**src/rtl/ex_mul_seq_pkg.sv**
```systemverilog
// Shared definitions for the EX-stage sequential multiplier: default sizing
// and the ALU control codes used to decode a multiply in EX.
package ex_mul_seq_pkg;

  localparam int unsigned MUL_WIDTH = 32;
  localparam int unsigned MUL_STEP  = 2;

  // ALU control codes shared by the ALU, ALU control and the multiply decode.
  typedef enum logic [2:0] {
    ALU_AND = 3'b000,
    ALU_OR  = 3'b001,
    ALU_ADD = 3'b010,
    ALU_MUL = 3'b100,
    ALU_SUB = 3'b110
  } alu_ctrl_e;

  // Start decode used by EX to drive start_i: a valid instruction whose ALU
  // control selects multiply.
  function automatic logic is_mul_op(input logic valid, input logic [2:0] alu_ctrl);
    logic hit_s;
    if (valid && (alu_ctrl == ALU_MUL)) begin
      hit_s = 1'b1;
    end else begin
      hit_s = 1'b0;
    end
    return hit_s;
  endfunction

endpackage

```
**src/rtl/ex_mul_seq_if.sv**
```systemverilog
// Handshake and operand bundle between the EX stage and the sequential
// multiplier. The pipeline side is the master, the multiplier the slave.
interface ex_mul_seq_if
  import ex_mul_seq_pkg::*;
#(
  parameter int unsigned WIDTH = MUL_WIDTH
);

  logic             start_i;
  logic             flush_i;
  logic [WIDTH-1:0] data1_i;
  logic [WIDTH-1:0] data2_i;
  logic             stall_o;
  logic             done_o;
  logic [WIDTH-1:0] data_o;

  modport master (
    output start_i,
    output flush_i,
    output data1_i,
    output data2_i,
    input  stall_o,
    input  done_o,
    input  data_o
  );

  modport slave (
    input  start_i,
    input  flush_i,
    input  data1_i,
    input  data2_i,
    output stall_o,
    output done_o,
    output data_o
  );

endinterface

```
**src/rtl/ex_mul_seq_mul_step.sv**
```systemverilog
// One radix-2^STEP iteration of the shift-add multiplier:
// sum = acc + mcand * digit, built as STEP shifted-AND partial products.
module mul_step #(
  parameter int unsigned WIDTH = 32,
  parameter int unsigned STEP  = 2
) (
  input  logic [WIDTH-1:0] acc,
  input  logic [WIDTH-1:0] mcand,
  input  logic [STEP-1:0]  digit,
  output logic [WIDTH-1:0] sum
);

  logic [WIDTH-1:0] sum_s;

  // Accumulate each selected, shifted copy of the multiplicand (mod 2^WIDTH).
  always_comb begin
    sum_s = acc;
    for (int i = 0; i < STEP; i++) begin
      if (digit[i]) begin
        sum_s = sum_s + (mcand << i);
      end else begin
        sum_s = sum_s;
      end
    end
  end

  assign sum = sum_s;

endmodule

```
**src/rtl/ex_mul_seq.sv**
```systemverilog
// Iterative multiplier alongside the EX-stage ALU. It latches the operand pair
// when EX holds a multiply, stalls the pipeline while it retires STEP
// multiplier bits per cycle, then pulses done_o with the low WIDTH bits of the
// product on data_o. Latency is fixed regardless of operand values.
module ex_mul_seq
  import ex_mul_seq_pkg::*;
#(
  parameter int unsigned WIDTH = MUL_WIDTH,
  parameter int unsigned STEP  = MUL_STEP
) (
  input  logic      clk_i,
  input  logic      rst_i,
  ex_mul_seq_if.slave bus
);

  localparam int unsigned N_STEPS = WIDTH / STEP;
  localparam int unsigned CNT_W   = $clog2(N_STEPS + 1);

  localparam logic [CNT_W-1:0] CNT_INIT = CNT_W'(N_STEPS);
  localparam logic [CNT_W-1:0] CNT_ONE  = CNT_W'(32'd1);

  localparam logic [1:0] ST_IDLE = 2'b00;
  localparam logic [1:0] ST_RUN  = 2'b01;
  localparam logic [1:0] ST_DONE = 2'b10;

  if ((WIDTH % STEP) != 0) begin : g_step_check
    $error("ex_mul_seq: WIDTH must be a multiple of STEP");
  end

  logic [1:0]       state_r;
  logic [1:0]       state_s;
  logic [WIDTH-1:0] acc_r;
  logic [WIDTH-1:0] mcand_r;
  logic [WIDTH-1:0] mplier_r;
  logic [CNT_W-1:0] cnt_r;
  logic [WIDTH-1:0] data_r;
  logic [WIDTH-1:0] step_sum_s;
  logic             accept_s;
  logic             last_s;
  logic             stall_s;
  logic             done_s;

  // A start is only taken from IDLE; DONE ignores the still-visible instruction.
  assign accept_s = (state_r == ST_IDLE) && bus.start_i && !bus.flush_i;
  assign last_s   = (cnt_r == CNT_ONE);

  mul_step #(
    .WIDTH (WIDTH),
    .STEP  (STEP)
  ) u_step (
    .acc   (acc_r),
    .mcand (mcand_r),
    .digit (mplier_r[STEP-1:0]),
    .sum   (step_sum_s)
  );

  // State register.
  always_ff @(posedge clk_i or posedge rst_i) begin
    if (rst_i) begin
      state_r <= ST_IDLE;
    end else begin
      state_r <= state_s;
    end
  end

  // Next-state decode: flush aborts a running operation, DONE always returns to IDLE.
  always_comb begin
    state_s = state_r;
    case (state_r)
      ST_IDLE: begin
        if (accept_s) begin
          state_s = ST_RUN;
        end else begin
          state_s = ST_IDLE;
        end
      end
      ST_RUN: begin
        if (bus.flush_i) begin
          state_s = ST_IDLE;
        end else if (last_s) begin
          state_s = ST_DONE;
        end else begin
          state_s = ST_RUN;
        end
      end
      ST_DONE: state_s = ST_IDLE;
      default: state_s = ST_IDLE;
    endcase
  end

  // Output decode: stall covers the accepting cycle and every unflushed RUN cycle.
  always_comb begin
    stall_s = 1'b0;
    done_s  = 1'b0;
    case (state_r)
      ST_IDLE: stall_s = accept_s;
      ST_RUN:  stall_s = !bus.flush_i;
      ST_DONE: done_s  = 1'b1;
      default: begin
        stall_s = 1'b0;
        done_s  = 1'b0;
      end
    endcase
  end

  // Datapath: operand load on accept, one shift-add step per RUN cycle,
  // result capture on the final step unless the operation is being flushed.
  always_ff @(posedge clk_i or posedge rst_i) begin
    if (rst_i) begin
      acc_r    <= {WIDTH{1'b0}};
      mcand_r  <= {WIDTH{1'b0}};
      mplier_r <= {WIDTH{1'b0}};
      cnt_r    <= {CNT_W{1'b0}};
      data_r   <= {WIDTH{1'b0}};
    end else begin
      case (state_r)
        ST_IDLE: begin
          if (accept_s) begin
            acc_r    <= {WIDTH{1'b0}};
            mcand_r  <= bus.data1_i;
            mplier_r <= bus.data2_i;
            cnt_r    <= CNT_INIT;
          end
        end
        ST_RUN: begin
          acc_r    <= step_sum_s;
          mcand_r  <= mcand_r << STEP;
          mplier_r <= mplier_r >> STEP;
          cnt_r    <= cnt_r - CNT_ONE;
          if (last_s && !bus.flush_i) begin
            data_r <= step_sum_s;
          end
        end
        default: begin
          acc_r <= acc_r;
        end
      endcase
    end
  end

  // Reset forces stall low at once, even if EX still presents a multiply.
  assign bus.stall_o = stall_s && !rst_i;
  assign bus.done_o  = done_s;
  assign bus.data_o  = data_r;

endmodule

```
**src/flat_wrapper.sv**
```systemverilog
// flat-port wrapper written by rule: the top's interface ports become plain ports
module ex_mul_seq_flat import ex_mul_seq_pkg::*;
#(
  parameter int unsigned WIDTH = MUL_WIDTH,
  parameter int unsigned STEP  = MUL_STEP
)
  (clk_i, rst_i, bus_start_i, bus_flush_i, bus_data1_i, bus_data2_i, bus_stall_o, bus_done_o, bus_data_o);
  ex_mul_seq_if #(.WIDTH(WIDTH)) bus_i ();
  input  logic clk_i;
  input  logic rst_i;
  input wire logic [$bits(bus_i.start_i)-1:0] bus_start_i;
  input wire logic [$bits(bus_i.flush_i)-1:0] bus_flush_i;
  input wire logic [$bits(bus_i.data1_i)-1:0] bus_data1_i;
  input wire logic [$bits(bus_i.data2_i)-1:0] bus_data2_i;
  output wire logic [$bits(bus_i.stall_o)-1:0] bus_stall_o;
  output wire logic [$bits(bus_i.done_o)-1:0] bus_done_o;
  output wire logic [$bits(bus_i.data_o)-1:0] bus_data_o;
  assign bus_i.start_i = bus_start_i;
  assign bus_i.flush_i = bus_flush_i;
  assign bus_i.data1_i = bus_data1_i;
  assign bus_i.data2_i = bus_data2_i;
  assign bus_stall_o = bus_i.stall_o;
  assign bus_done_o = bus_i.done_o;
  assign bus_data_o = bus_i.data_o;
  ex_mul_seq #(.WIDTH(WIDTH), .STEP(STEP)) u_core (.clk_i(clk_i), .rst_i(rst_i), .bus(bus_i));
endmodule
```
**config.mk**
```make
export PLATFORM = sky130hd
export DESIGN_NAME = ex_mul_seq_flat
export DESIGN_NICKNAME = d
export VERILOG_FILES = /design/src/rtl/ex_mul_seq_pkg.sv /design/src/rtl/ex_mul_seq_if.sv /design/src/rtl/ex_mul_seq_mul_step.sv /design/src/rtl/ex_mul_seq.sv /design/src/flat_wrapper.sv
export SDC_FILE = /design/constraint.sdc
export NUM_CORES = 1
export LEC_CHECK = 0
export ABC_CLOCK_PERIOD_IN_PS = 5700
export BUFFER_PORTS_ARGS = -buffer_cell sky130_fd_sc_hd__buf_4
export CAP_MARGIN = 0
export CORE_AREA = 10 10 156 158
export DETAILED_ROUTE_END_ITERATION = 7
export DIE_AREA = 0 0 166 168
export HOLD_SLACK_MARGIN = 0.1
export PLACE_DENSITY_LB_ADDON = 0.05
export SYNTH_ARGS = -nofsm -noshare
export SYNTH_HDL_FRONTEND = slang
export SYNTH_SLANG_ARGS = --single-unit
```
**constraint.sdc**
```tcl
create_clock -name clk_i -period 5.7 [get_ports clk_i]
set_clock_uncertainty 0.1 [all_clocks]
set_input_delay 1.14 -clock clk_i [delete_from_list [all_inputs] [get_ports clk_i]]
set_output_delay 1.14 -clock clk_i [all_outputs]
set_load 0.05 [all_outputs]
```
==> impl_summary.txt, run 1 <==
----------------------------------------------------
[Yosys]
  Nets in the synthesized netlist ... approximately 1300
  Proportion of netlist area held by the largest area contributor ... 0.359
  Async SR Flop Fraction ... 1.00
  Count of mapped cells out of synthesis ... around 1100
  Count of distinct cell types in the synthesized netlist ... 64
  Sequential-to-total area share from yosys stat ... 0.359
  Total of flip-flops plus latches after synthesis ... 135
  Yosys warns ... 0
  Cell type with the highest aggregate area in the netlist ... sky130_fd_sc_hd__dfrtp_1
  Ys flop type ... sky130_fd_sc_hd__dfrtp_1
  Average cell area after synthesis ... about 8.2 um2
  Total standard cell area after synthesis ... between 9000 and 10000 um2
  Number of synthesized flops with an enable pin ... 0
  Largest cells by area after synthesis ... sky130_fd_sc_hd__dfrtp_1, sky130_fd_sc_hd__ha_1, sky130_fd_sc_hd__nand2_1

[Timing]
  Max-slew violations ... 0
  Min setup slack post-route ... 0.326 ns
  Sum of negative setup slack ... 0 ns
  Worst slew slack as a fraction of its limit ... 0.282
  Minimum hold slack ... 0.378 ns
  Number of endpoints failing setup at the final stage ... 0
  Minimum clock period ... approximately 5.4 ns
  Unrepaired setup endpoints after global routing ... no
  Slew of the pin with the lowest slew margin ... about 1.1 ns
  Post-route clock period utilization ... 0.943
  Hold Violations, Final ... 0
  Max Clk Rate ... approximately 190 MHz

[Global route]
  Met2 global-route usage ... 0.301
  Global-route wire length before repair ... roughly 43 mm
  Number of antenna violations at the first check in global routing ... 0
  Met1 track demand over resource in global routing ... 0.246
  Total overflow reported by the global router ... 0
  Met3 track demand over resource ... 0.0368
  Total global-route track usage ... 0.185
  Largest net degree at the start of global routing ... approximately 110
  Busiest grt layer ... met2
  Vias in the first global route ... approximately 8300

[Critical path]
  Worst path arrival time ... approximately 5.6 ns
  Buffers and inverters on the worst path ... 0
  RR Startpoint ... u_core.mcand_r[0]$_DFFE_PP0P_
  Chain of cells forming the critical path ... ha_1 > fa_1 > a21oi_1 > o21ai_1 > a211oi_2 > o31a_1 > o21ai_1 > a31oi_1 > xnor2_1 > mux2_2 > ha_1 > a21o_1 > a21oi_2 > or3b_1 > o21ai_2 > o21ai_2 > a2111oi_4 > mux2i_2 > xnor3_1 > o21ai_1
  Top cell by count, worst path ... sky130_fd_sc_hd__o21ai_1
  Worst Setup Path Type ... reg -> reg
  Largest delay share family, worst path ... compound AO/OA/AOI/OAI gates
  Worst setup EP type ... register
  Startpoint of the most critical setup path ... u_core.mcand_r[0]$_DFFE_PP0P_
  Crit-path slowest cell ... sky130_fd_sc_hd__dfrtp_1
  CP Launch Type ... register
  Peak per-stage delay on the critical path ... about 0.43 ns
  Worst Path Required ... between 5 and 6 ns
  Worst-path fanout max ... 4

[Floorplan]
  Area of the die ... 27900 um2
  Area of the core ... roughly 21000 um2
  Site row count ... 54
  I/O Pins ... between 100 and 150
  Die height ... 168 um
  Horizontal extent of the die ... about 170 um
  Starting Density ... 0.440

[Placement]
  Placement Setup Slack ... about 0.14 ns
  PortBufs ... approximately 100
  Post-detailed-placement half-perimeter wirelength ... approximately 19 mm
  Final Wtd Congestion ... 0.909
  Number of placed cells counting well taps ... 1472

[Route]
  Number of detailed-routing iterations run before antenna repair ... 5
  Routed vias ... ~8400
  Avg WL per Cell ... about 18 um
  Number of violations reported at the end of detailed-routing iteration 0 ... between 600 and 700
  Total Wirelength ... 26.4 mm
  Remaining DRCs ... 0
  Antenna viol nets, final ... 0
  Via density per instance ... between 5 and 6

[CTS]
  Clock slew at the register clock pins of the worst setup and hold paths ... approximately 0.07 ns
  Total clock sinks ... 135
  Cts bufs inserted ... 17
  H-tree depth ... 4
  Clock tree buffer depth ... 2
  CTS Root Cell ... sky130_fd_sc_hd__clkbuf_16
  Hold buffer count at CTS ... 0
  Clock latency at the later pin of the worst-skew pair ... 0.44 ns
  CTS tree ... built

[Hold path]
  Hold path startpoint ... u_core.bus.data_o[23]$_DFFE_PP0P_
  Path category of the worst min-delay check ... reg -> reg

[Layout]
  Fraction of final layout cells sized beyond drive strength 1 ... 0.155
  Antenna diodes ... 0
  Number of nets in the layout ... roughly 1300
  Fillers ... just over 2000
  Most common library cell in the layout ignoring fill and taps ... sky130_fd_sc_hd__nand2_1
  Final cell count without fillers ... roughly 1500
  Commonest non-fill, non-tap cells in the layout ... sky130_fd_sc_hd__nand2_1, sky130_fd_sc_hd__dfrtp_1, sky130_fd_sc_hd__buf_4
  Area Growth Syn to Fin ... 16.7%

[Job]
  # Max-Cap Violations ... 0

[Run status]
  Run status ... finished, final reports clean

----------------------------------------------------
[metrics by stage]
step,util,cell area (um2)
global route,0.513,11000
finish,0.513,11000
CTS,0.512,11000
global placement,0.484,10400
detailed placement,0.484,10400
floorplan,-,9420
[routing by layer]
layer,up-vias,routed length (um)
li1,4225,-
met1,3981,12700
met2,167,12200
met3,28,1010
met4,0,429
met5,-,0
[worst paths after layout]
check / to / cells past startpoint / slack, ns
worst max register to register: u_core.bus.data_o[31]$_DFFE_PP0P_ / 20 / 0.33
worst min register to register: u_core.bus.data_o[23]$_DFFE_PP0P_ / 2 / 0.38
min in group asynchronous: u_core.mplier_r[16]$_DFFE_PP0P_ / 2 / 0.80
worst min-delay path: u_core.bus.data_o[23]$_DFFE_PP0P_ / 2 / 0.38
worst max-delay path: u_core.bus.data_o[31]$_DFFE_PP0P_ / 20 / 0.33
max in group asynchronous: u_core.acc_r[19]$_DFFE_PP0P_ / 3 / 3.60
[synth_stat cells (4+ instances only)]
cell type / instances
sky130_fd_sc_hd__inv_1: 27
sky130_fd_sc_hd__clkbuf_1: 63
sky130_fd_sc_hd__ha_1: 66
sky130_fd_sc_hd__and2_1: 7
sky130_fd_sc_hd__nand4_1: 15
sky130_fd_sc_hd__a211o_1: 4
sky130_fd_sc_hd__nor2_1: 97
sky130_fd_sc_hd__xor2_1: 22
sky130_fd_sc_hd__o21bai_1: 6
sky130_fd_sc_hd__o21ai_0: 100
sky130_fd_sc_hd__o21a_1: 12
sky130_fd_sc_hd__and3_1: 8
sky130_fd_sc_hd__nand3_1: 37
sky130_fd_sc_hd__a31oi_1: 74
sky130_fd_sc_hd__o211ai_1: 5
sky130_fd_sc_hd__a211oi_1: 8
sky130_fd_sc_hd__nor3_1: 6
sky130_fd_sc_hd__a21o_1: 37
sky130_fd_sc_hd__or2_2: 4
sky130_fd_sc_hd__nor4_1: 4
sky130_fd_sc_hd__mux2i_1: 7
sky130_fd_sc_hd__nand2_1: 216
sky130_fd_sc_hd__mux2_2: 23
sky130_fd_sc_hd__a21oi_1: 50
sky130_fd_sc_hd__o21ai_1: 11
sky130_fd_sc_hd__nand2b_1: 7
sky130_fd_sc_hd__o31ai_1: 10
sky130_fd_sc_hd__nor2b_1: 6
sky130_fd_sc_hd__dfrtp_1: 135
sky130_fd_sc_hd__xnor2_1: 26
[worst min-delay path, delay by kind of cell (launching register included)]
family	cells	cell delay, ns
flip-flops	1	0.34
AO/OA/AOI/OAI	1	0.06
AND/OR/NAND/NOR	1	0.04
[cells by family (layout without fill, tap and decap cells)]
kind of cell               after synthesis  in the layout  synth area share
and+or+nand+nor                        422            422             0.194
AOI/OAI and AO/OA                      349            349             0.232
DFF                                    135            135             0.359
buffers and inverters                   94            172            0.0383
adders and majority gates               68             68            0.0919
xor gates and xnor gates                49             49            0.0470
muxes                                   31             31            0.0373
[registers in the layout (all words and copies together), names as in the netlist]
name and count:
u_core.mcand_r 32, u_core.bus.data_o 32, u_core.state_r 2, u_core.mplier_r 32
u_core.acc_r 32, u_core.cnt_r 5
[cell type report]
| type | count | area, um2 | share of cell area |
|---|---|---|---|
| multi-input cells | 919 | 5710 | 0.520 |
| flip-flops and latches | 135 | 3380 | 0.307 |
| repair buffers | 112 | 841 | 0.0765 |
| clock buffers | 17 | 425 | 0.0387 |
| well taps | 280 | 350 | 0.0319 |
| clock inverters | 15 | 178 | 0.0162 |
| inverters | 28 | 110 | 0.0100 |
[what timing repair did]
action / 4_1_cts / 5_1_grt
endpoints found under the setup margin: 0 / 8
buffers inserted: 0 / 2
gates resized for setup: 0 / 3
Power of run 1 is left out: the tool's default activity adds up to more than one toggle a clock period on the data nets, which glitch-free logic cannot reach.
==> run 2: changes to the inputs <==
- CORE_AREA: 10 10 156 158 -> 10 10 159 161
- CTS_CLUSTER_DIAMETER: default -> 40
- DIE_AREA: 0 0 166 168 -> 0 0 169 171
- SYNTH_HIERARCHICAL: default -> 1
==> impl_summary.txt, run 2 <==
----------------------------------------------------
[Placement]
  PortBufs ... 101 (unchanged)
  Final Wtd Congestion ... 0.900 (was 0.909)
  Post-detailed-placement half-perimeter wirelength ... 18.1 mm (was 18.5 mm)

[CTS]
  Hold buffer count at CTS ... 0 (unchanged)
  Clock slew at the register clock pins of the worst setup and hold paths ... 0.07 ns (about the same)
  CTS tree ... built (unchanged)
  Number of post-CTS setup repair buffers ... 0 (unchanged)
  CTS resizes ... 0 (unchanged)
  Cts bufs inserted ... 17 (unchanged)
  Clock latency at the later pin of the worst-skew pair ... 0.43 ns (was 0.44 ns)
  Total clock sinks ... 135 (unchanged)
  Clock tree buffer depth ... 2 (unchanged)
  CTS Root Cell ... sky130_fd_sc_hd__clkbuf_16 (unchanged)
  H-tree depth ... 4 (unchanged)

[Hold path]
  Path category of the worst min-delay check ... reg -> reg (unchanged)
  Hold Path Cell Cnt ... 2 (unchanged)

[Pwr]
  Leakage power summed over all cells ... ~5.7 nW
  Peak VDD IR ... about 0.25 mV
  Power per cell area ... ~660 nW/um2

[Global route]
  Global-route wire length before repair ... 44.4 mm (was 43.4 mm)
  Met3 track demand over resource ... 0.0450 (was 0.0368)
  Met1 track demand over resource in global routing ... 0.254 (was 0.246)
  Total global-route track usage ... 0.186 (was 0.185)
  Met2 global-route usage ... 0.292 (was 0.301)
  Number of antenna violations at the first check in global routing ... 0 (unchanged)
  Vias in the first global route ... 8399 (was 8295)
  Largest net degree at the start of global routing ... 103 (was 108)
  Busiest grt layer ... met2 (unchanged)
  Total overflow reported by the global router ... 0 (unchanged)

[Floorplan]
  Starting Density ... 0.438 (was 0.440)
  Site row count ... 55 (was 54)
  Horizontal extent of the die ... 169 um (was 166 um)
  Area of the core ... 22200 um2 (was 21400 um2)
  I/O Pins ... 102 (unchanged)
  Area of the die ... 28900 um2 (was 27900 um2)
  Die height ... 171 um (was 168 um)

[Timing]
  Max Clk Rate ... 188 MHz (was 186 MHz)
  Post-route clock period utilization ... 0.932 (was 0.943)
  Sum of negative setup slack ... 0 ns (unchanged)
  Minimum hold slack ... 0.400 ns (was 0.378 ns)
  Minimum clock period ... 5.31 ns (was 5.37 ns)
  Worst slew slack as a fraction of its limit ... 0.232 (was 0.282)
  Max-slew violations ... 0 (unchanged)
  Number of endpoints failing setup at the final stage ... 0 (unchanged)
  Hold Violations, Final ... 0 (unchanged)
  Unrepaired setup endpoints after global routing ... no (unchanged)
  Slew of the pin with the lowest slew margin ... 1.15 ns (was 1.08 ns)

[Yosys]
  Nets in the synthesized netlist ... 1216 (was 1284)
  Ys flop type ... sky130_fd_sc_hd__dfrtp_1 (unchanged)
  Leading post-synthesis cells by instance count ... sky130_fd_sc_hd__nand2_1, sky130_fd_sc_hd__dfrtp_1, sky130_fd_sc_hd__nand3_1 (was sky130_fd_sc_hd__nand2_1, sky130_fd_sc_hd__dfrtp_1, sky130_fd_sc_hd__o21ai_0)
  Largest cells by area after synthesis ... sky130_fd_sc_hd__dfrtp_1, sky130_fd_sc_hd__ha_1, sky130_fd_sc_hd__nand2_1 (unchanged)
  Total of flip-flops plus latches after synthesis ... 135 (unchanged)
  Yosys warns ... 6 (was 0)
  Proportion of netlist area held by the largest area contributor ... 0.347 (was 0.359)
  Total standard cell area after synthesis ... 9730 um2 (was 9420 um2)
  Cell type with the highest aggregate area in the netlist ... sky130_fd_sc_hd__dfrtp_1 (unchanged)
  Average cell area after synthesis ... 9.03 um2 (was 8.21 um2)
  Most numerous cell in the Yosys netlist ... sky130_fd_sc_hd__nand2_1 (unchanged)
  Sequential-to-total area share from yosys stat ... 0.347 (was 0.359)
  Number of synthesized flops with an enable pin ... 0 (unchanged)
  Async SR Flop Fraction ... 1.00 (unchanged)
  Count of distinct cell types in the synthesized netlist ... 77 (was 64)
  Count of mapped cells out of synthesis ... 1078 (was 1148)

[Route]
  Via density per instance ... 5.66 (was 5.58)
  Routed vias ... 8167 (was 8401)
  Antenna viol nets, final ... 0 (unchanged)
  Number of detailed-routing iterations run before antenna repair ... 5 (unchanged)
  Number of violations reported at the end of detailed-routing iteration 0 ... 501 (was 612)
  Avg WL per Cell ... 18.4 um (was 17.5 um)
  Total Wirelength ... 26.5 mm (was 26.4 mm)
  Remaining DRCs ... 0 (unchanged)

[Layout]
  Area Growth Syn to Fin ... 15.1% (was 16.7%)
  Most common library cell in the layout ignoring fill and taps ... sky130_fd_sc_hd__nand2_1 (unchanged)
  Commonest non-fill, non-tap cells in the layout ... sky130_fd_sc_hd__nand2_1, sky130_fd_sc_hd__dfrtp_1, sky130_fd_sc_hd__nand3_1 (was sky130_fd_sc_hd__nand2_1, sky130_fd_sc_hd__dfrtp_1, sky130_fd_sc_hd__buf_4)
  Sequential cell area ... 3380 um2 (unchanged)
  Fraction of final layout cells sized beyond drive strength 1 ... 0.203 (was 0.155)
  Number of nets in the layout ... 1283 (was 1349)
  Fillers ... 2153 (was 2060)
  Area used by multi-input combinational logic ... 5960 um2 (was 5710 um2)
  Antenna diodes ... 0 (unchanged)

[Critical path]
  Worst path arrival time ... 5.53 ns (was 5.63 ns)
  Worst setup EP type ... register (unchanged)
  Worst-path fanout max ... 4 (unchanged)
  Worst-case reg-to-reg path depth ... 20 (unchanged)
  CP Launch Type ... register (unchanged)
  Worst Setup Path Type ... reg -> reg (unchanged)
  Worst Path Required ... 5.92 ns (was 5.96 ns)

[Run status]
  Run status ... finished, final reports clean (unchanged)

[Job]
  # Max-Cap Violations ... 0 (unchanged)

----------------------------------------------------
[run 2: cell types whose count changed after synthesis, sizes merged, moves of 9 or more]
cell / previous run / this run
a31oi: 74 / 9
o31ai: 11 / 2
o21ai: 113 / 47
mux2: 23 / 68
buf: 3 / 34
a21o: 37 / 26
nand3: 37 / 117
clkbuf: 63 / 28
nor2: 97 / 42
nand2: 216 / 187
a22oi: 0 / 60
[run 2: per-layer routing]
metal / vias to the layer above / wire length, um
met4: 0 / 229
met5: - / 0
met3: 16 / 1410
met2: 169 / 11900
met1: 3923 / 13000
li1: 4059 / -
[run 2: critical path: stages, from the launching register on]
cell and delay [ns]:
sky130_fd_sc_hd__dfrtp_1 0.41, sky130_fd_sc_hd__ha_1 0.24, sky130_fd_sc_hd__fa_1 0.42, sky130_fd_sc_hd__a21o_1 0.20
sky130_fd_sc_hd__nand4_1 0.12, sky130_fd_sc_hd__a21oi_1 0.14, sky130_fd_sc_hd__nor3b_2 0.30, sky130_fd_sc_hd__o221ai_1 0.15
sky130_fd_sc_hd__a21oi_1 0.19, sky130_fd_sc_hd__xnor2_1 0.08, sky130_fd_sc_hd__mux2_2 0.28, sky130_fd_sc_hd__ha_1 0.34
sky130_fd_sc_hd__and3_1 0.25, sky130_fd_sc_hd__nand4_1 0.17, sky130_fd_sc_hd__o31a_1 0.38, sky130_fd_sc_hd__a211oi_1 0.43
sky130_fd_sc_hd__nor2_1 0.13, sky130_fd_sc_hd__o21ai_0 0.23, sky130_fd_sc_hd__xor2_1 0.09, sky130_fd_sc_hd__mux2_2 0.28
sky130_fd_sc_hd__mux2_4 0.26
[run 2: logic make-up after synthesis]
group | share of synthesized area
AND/OR/NAND/NOR | 0.198
AO/OA/AOI/OAI | 0.176
flip-flops | 0.347
buffers and inverters | 0.0427
multiplexers | 0.0960
adder cells (fa/ha/maj) | 0.0915
XOR/XNOR | 0.0486
[run 2: cell type report]
type,count,share of cell area
Multi-Input combinational cell,861,0.532
Sequential cell,135,0.302
Timing Repair Buffer,110,0.0737
Clock buffer,17,0.0380
Tap cell,285,0.0318
Clock inverter,15,0.0160
Inverter,20,0.00715
[run 2: power by group]
group | leakage (nW) | switching (mW) | internal (mW)
logic | 3.63 | 2.63 | 1.90
clock network | 0.297 | 0.496 | 0.664
registers | 1.74 | 0.357 | 1.31
[run 2: worst paths after layout]
path	start	endpoint	slack (ns)
worst min-delay path	u_core/mplier_r[5]$_DFFE_PP0P_	u_core/mplier_r[5]$_DFFE_PP0P_	0.40
max in group asynchronous	rst_i	u_core/acc_r[8]$_DFFE_PP0P_	3.65
worst min register to register	u_core/mplier_r[5]$_DFFE_PP0P_	u_core/mplier_r[5]$_DFFE_PP0P_	0.40
min in group asynchronous	rst_i	u_core/mplier_r[4]$_DFFE_PP0P_	0.83
worst max register to register	u_core/mcand_r[0]$_DFFE_PP0P_	u_core/bus.data_o[29]$_DFFE_PP0P_	0.39
worst max-delay path	u_core/mcand_r[0]$_DFFE_PP0P_	u_core/bus.data_o[29]$_DFFE_PP0P_	0.39
[run 2: stage by stage]
step	util	total power, mW	instance area [um2]	cells	worst slack [ns]
global placement	0.477	6.17	10600	1411	0.553
floorplan	-	5.13	9730	1078	0.849
global route	0.504	8.01	11200	1443	0.109
CTS	0.504	7.37	11200	1443	0.431
detailed placement	0.477	6.16	10600	1411	0.495
finish	0.504	7.35	11200	1443	0.388
Power figures use the tool's default switching activity.
==> run 3: changes to the inputs <==
- MAX_ROUTING_LAYER: default -> met4
- PLACE_DENSITY: default -> 0.68
- PLACE_DENSITY_LB_ADDON: 0.05 -> default
==> impl_summary.txt, run 3 (synthesis results as in run 2) <==
----------------------------------------------------
[Placement]
  Final Wtd Congestion ... 0.904 (was 0.900)
  Area post-placement ... 10600 um2 (about the same)
  Post-detailed-placement half-perimeter wirelength ... 17.6 mm (was 18.1 mm)
  PortBufs ... 101 (unchanged)

[Timing]
  Post-route clock period utilization ... 0.939 (was 0.932)
  Unrepaired setup endpoints after global routing ... no (unchanged)
  Worst slew slack as a fraction of its limit ... 0.221 (was 0.232)
  Max-slew violations ... 0 (unchanged)
  Hold Violations, Final ... 0 (unchanged)
  Number of endpoints failing setup at the final stage ... 0 (unchanged)
  Max Clk Rate ... 187 MHz (was 188 MHz)
  Slew of the pin with the lowest slew margin ... 1.17 ns (was 1.15 ns)
  Minimum clock period ... 5.35 ns (was 5.31 ns)
  Sum of negative setup slack ... 0 ns (unchanged)

[CTS]
  CTS tree ... built (unchanged)
  Hold buffer count at CTS ... 0 (unchanged)
  Total clock sinks ... 135 (unchanged)
  Clock slew at the register clock pins of the worst setup and hold paths ... 0.06 ns (was 0.07 ns)
  H-tree depth ... 4 (unchanged)
  CTS resizes ... 0 (unchanged)
  Clock tree buffer depth ... 2 (unchanged)
  CTS Root Cell ... sky130_fd_sc_hd__clkbuf_16 (unchanged)
  Clock latency at the later pin of the worst-skew pair ... 0.43 ns (about the same)
  Number of post-CTS setup repair buffers ... 0 (unchanged)
  Cts bufs inserted ... 17 (unchanged)

[Route]
  Avg WL per Cell ... 18.0 um (was 18.4 um)
  Number of violations reported at the end of detailed-routing iteration 0 ... 628 (was 501)
  Remaining DRCs ... 0 (unchanged)
  Number of detailed-routing iterations run before antenna repair ... 5 (unchanged)
  Antenna viol nets, final ... 0 (unchanged)
  Via density per instance ... 5.78 (was 5.66)
  Total Wirelength ... 26.0 mm (was 26.5 mm)
  Routed vias ... 8322 (was 8167)

[Critical path]
  Largest delay share family, worst path ... compound AO/OA/AOI/OAI gates (unchanged)
  Instance count on the critical path ... 21 (was 20)
  Startpoint of the most critical setup path ... u_core/mcand_r[0]$_DFFE_PP0P_ (unchanged)
  Worst-path fanout max ... 4 (unchanged)
  Crit-path slowest cell ... sky130_fd_sc_hd__dfrtp_1 (was sky130_fd_sc_hd__a211oi_1)
  Capturing point of the worst reg2reg path ... u_core/bus.data_o[27]$_DFFE_PP0P_ (was u_core/bus.data_o[29]$_DFFE_PP0P_)
  Register-to-register setup slack ... 0.35 ns (was 0.39 ns)
  Peak per-stage delay on the critical path ... 0.43 ns (about the same)
  Worst Path Required ... 5.91 ns (was 5.92 ns)
  Worst Setup Path Type ... reg -> reg (unchanged)
  Worst path arrival time ... 5.56 ns (was 5.53 ns)
  RR Startpoint ... u_core/mcand_r[0]$_DFFE_PP0P_ (unchanged)
  Worst setup EP type ... register (unchanged)
  Worst-case reg-to-reg path depth ... 21 (was 20)
  Worst setup path end ... u_core/bus.data_o[27]$_DFFE_PP0P_ (was u_core/bus.data_o[29]$_DFFE_PP0P_)
  CP Launch Type ... register (unchanged)
  Buffers and inverters on the worst path ... 0 (unchanged)
  Chain of cells forming the critical path ... ha_1 > fa_1 > a21o_1 > nand4_1 > a21oi_1 > nor3b_2 > o221ai_1 > a21oi_1 > xnor2_1 > mux2_2 > ha_1 > and3_1 > a31o_2 > o311ai_1 > o31a_1 > a211oi_1 > o21ai_0 > a21boi_0 > or4_1 > o211a_1 > mux2_2 (was ha_1 > fa_1 > a21o_1 > nand4_1 > a21oi_1 > nor3b_2 > o221ai_1 > a21oi_1 > xnor2_1 > mux2_2 > ha_1 > and3_1 > nand4_1 > o31a_1 > a211oi_1 > nor2_1 > o21ai_0 > xor2_1 > mux2_2 > mux2_4)

[Global route]
  Global-route wire length before repair ... 42.3 mm (was 44.4 mm)
  Largest net degree at the start of global routing ... 103 (unchanged)
  Total overflow reported by the global router ... 0 (unchanged)
  Total global-route track usage ... 0.181 (was 0.186)
  Number of antenna violations at the first check in global routing ... 0 (unchanged)
  Vias in the first global route ... 8115 (was 8399)

[Floorplan]
  Die height ... 171 um (unchanged)
  Area of the core ... 22200 um2 (unchanged)
  Horizontal extent of the die ... 169 um (unchanged)
  I/O Pins ... 102 (unchanged)
  Site row count ... 55 (unchanged)
  Area of the die ... 28900 um2 (unchanged)
  Starting Density ... 0.438 (unchanged)

[Pwr]
  Power per cell area ... 664 nW/um2 (was 656 nW/um2)
  Leakage power summed over all cells ... 5.68 nW (was 5.67 nW)
  Fraction of power consumed by sequential logic ... 0.225 (was 0.227)
  Internal cell power ... 4.01 mW (was 3.87 mW)
  Net switching power ... 3.44 mW (was 3.48 mW)
  Clock group share of total power ... 0.164 (was 0.158)
  Switching share of total power ... 0.461 (was 0.474)
  Peak VDD IR ... 0.244 mV (was 0.252 mV)
  Combinational group share of total power ... 0.610 (was 0.616)

[Run status]
  Run status ... finished, final reports clean (unchanged)

[Layout]
  Number of nets in the layout ... 1280 (was 1283)
  Area Growth Syn to Fin ... 15.3% (was 15.1%)
  Antenna diodes ... 0 (unchanged)
  Commonest non-fill, non-tap cells in the layout ... sky130_fd_sc_hd__nand2_1, sky130_fd_sc_hd__dfrtp_1, sky130_fd_sc_hd__nand3_1 (unchanged)
  Core Util, Final ... 0.505 (was 0.504)
  Cell area after layout ... 11200 um2 (about the same)
  Fraction of final layout cells sized beyond drive strength 1 ... 0.198 (was 0.203)
  Most common library cell in the layout ignoring fill and taps ... sky130_fd_sc_hd__nand2_1 (unchanged)

[Job]
  # Max-Cap Violations ... 0 (unchanged)

[Hold path]
  Path category of the worst min-delay check ... reg -> reg (unchanged)

----------------------------------------------------
## run 3: cell count changes in the layout (fill, tap and decap cells not counted), sizes merged
cell | previous run | this run
bufinv | 2 | 5
buf | 110 | 107
clkbuf | 17 | 23
inv | 29 | 20
clkinvlp | 1 | 0
## run 3: routing by layer
metal  track usage  routed length [um]  up-vias  part of all wire
met1         0.237               12300     4042              0.47
met2         0.280               11900      233              0.46
met5             -                   0        -                 0
met4        0.0409                 253        0            0.0097
li1              -                   -     4030                 -
met3        0.0447                1520       17             0.059
## run 3: worst min-delay path by stage
stage	from	endpoint	slack, ns	cells after the start
after floorplan	u_core/mplier_r[0]$_DFFE_PP0P_	u_core/mplier_r[0]$_DFFE_PP0P_	0.36	2
after global placement	u_core/mplier_r[23]$_DFFE_PP0P_	u_core/mplier_r[23]$_DFFE_PP0P_	0.38	2
after detailed placement	u_core/mplier_r[14]$_DFFE_PP0P_	u_core/mplier_r[14]$_DFFE_PP0P_	0.38	2
after CTS	u_core/mplier_r[25]$_DFFE_PP0P_	u_core/mplier_r[25]$_DFFE_PP0P_	0.40	2
after global routing	u_core/mplier_r[26]$_DFFE_PP0P_	u_core/mplier_r[24]$_DFFE_PP0P_	0.42	2
final	u_core/mplier_r[14]$_DFFE_PP0P_	u_core/mplier_r[14]$_DFFE_PP0P_	0.40	2
## run 3: power by group through the flow
stage / sequential (mW) / clock, mW / combinational (mW)
2_1_floorplan: 1.76 / 0 / 3.37
3_3_place_gp: 1.68 / 0 / 4.38
3_5_place_dp: 1.68 / 0 / 4.43
4_1_cts: 1.68 / 1.24 / 4.49
5_1_grt: 1.73 / 1.29 / 5.01
6_report: 1.68 / 1.22 / 4.55
## run 3: worst min-delay path, delay by kind of cell, from the launching register on
family / cells / cell delay, ns
flops: 1 / 0.34
simple gates: 2 / 0.12
## run 3: area by class of cell
cell class,instances,area [um2]
clock buffer,23,478
tap,285,357
timing repair buffer,107,803
clock inverter,8,169
fill,2050,11000
inverter,20,80.1
sequential,135,3380
multi-input combinational,861,5960
## run 3: through the flow
step | std cells | setup WS, ns | power, mW | hold WS (ns)
2_1_floorplan | 1078 | 0.849 | 5.13 | 0.364
6_report | 1439 | 0.348 | 7.45 | 0.398
4_1_cts | 1439 | 0.464 | 7.40 | 0.399
5_1_grt | 1439 | 0.170 | 8.03 | 0.419
3_3_place_gp | 1408 | 0.552 | 6.05 | 0.381
3_5_place_dp | 1408 | 0.518 | 6.11 | 0.385
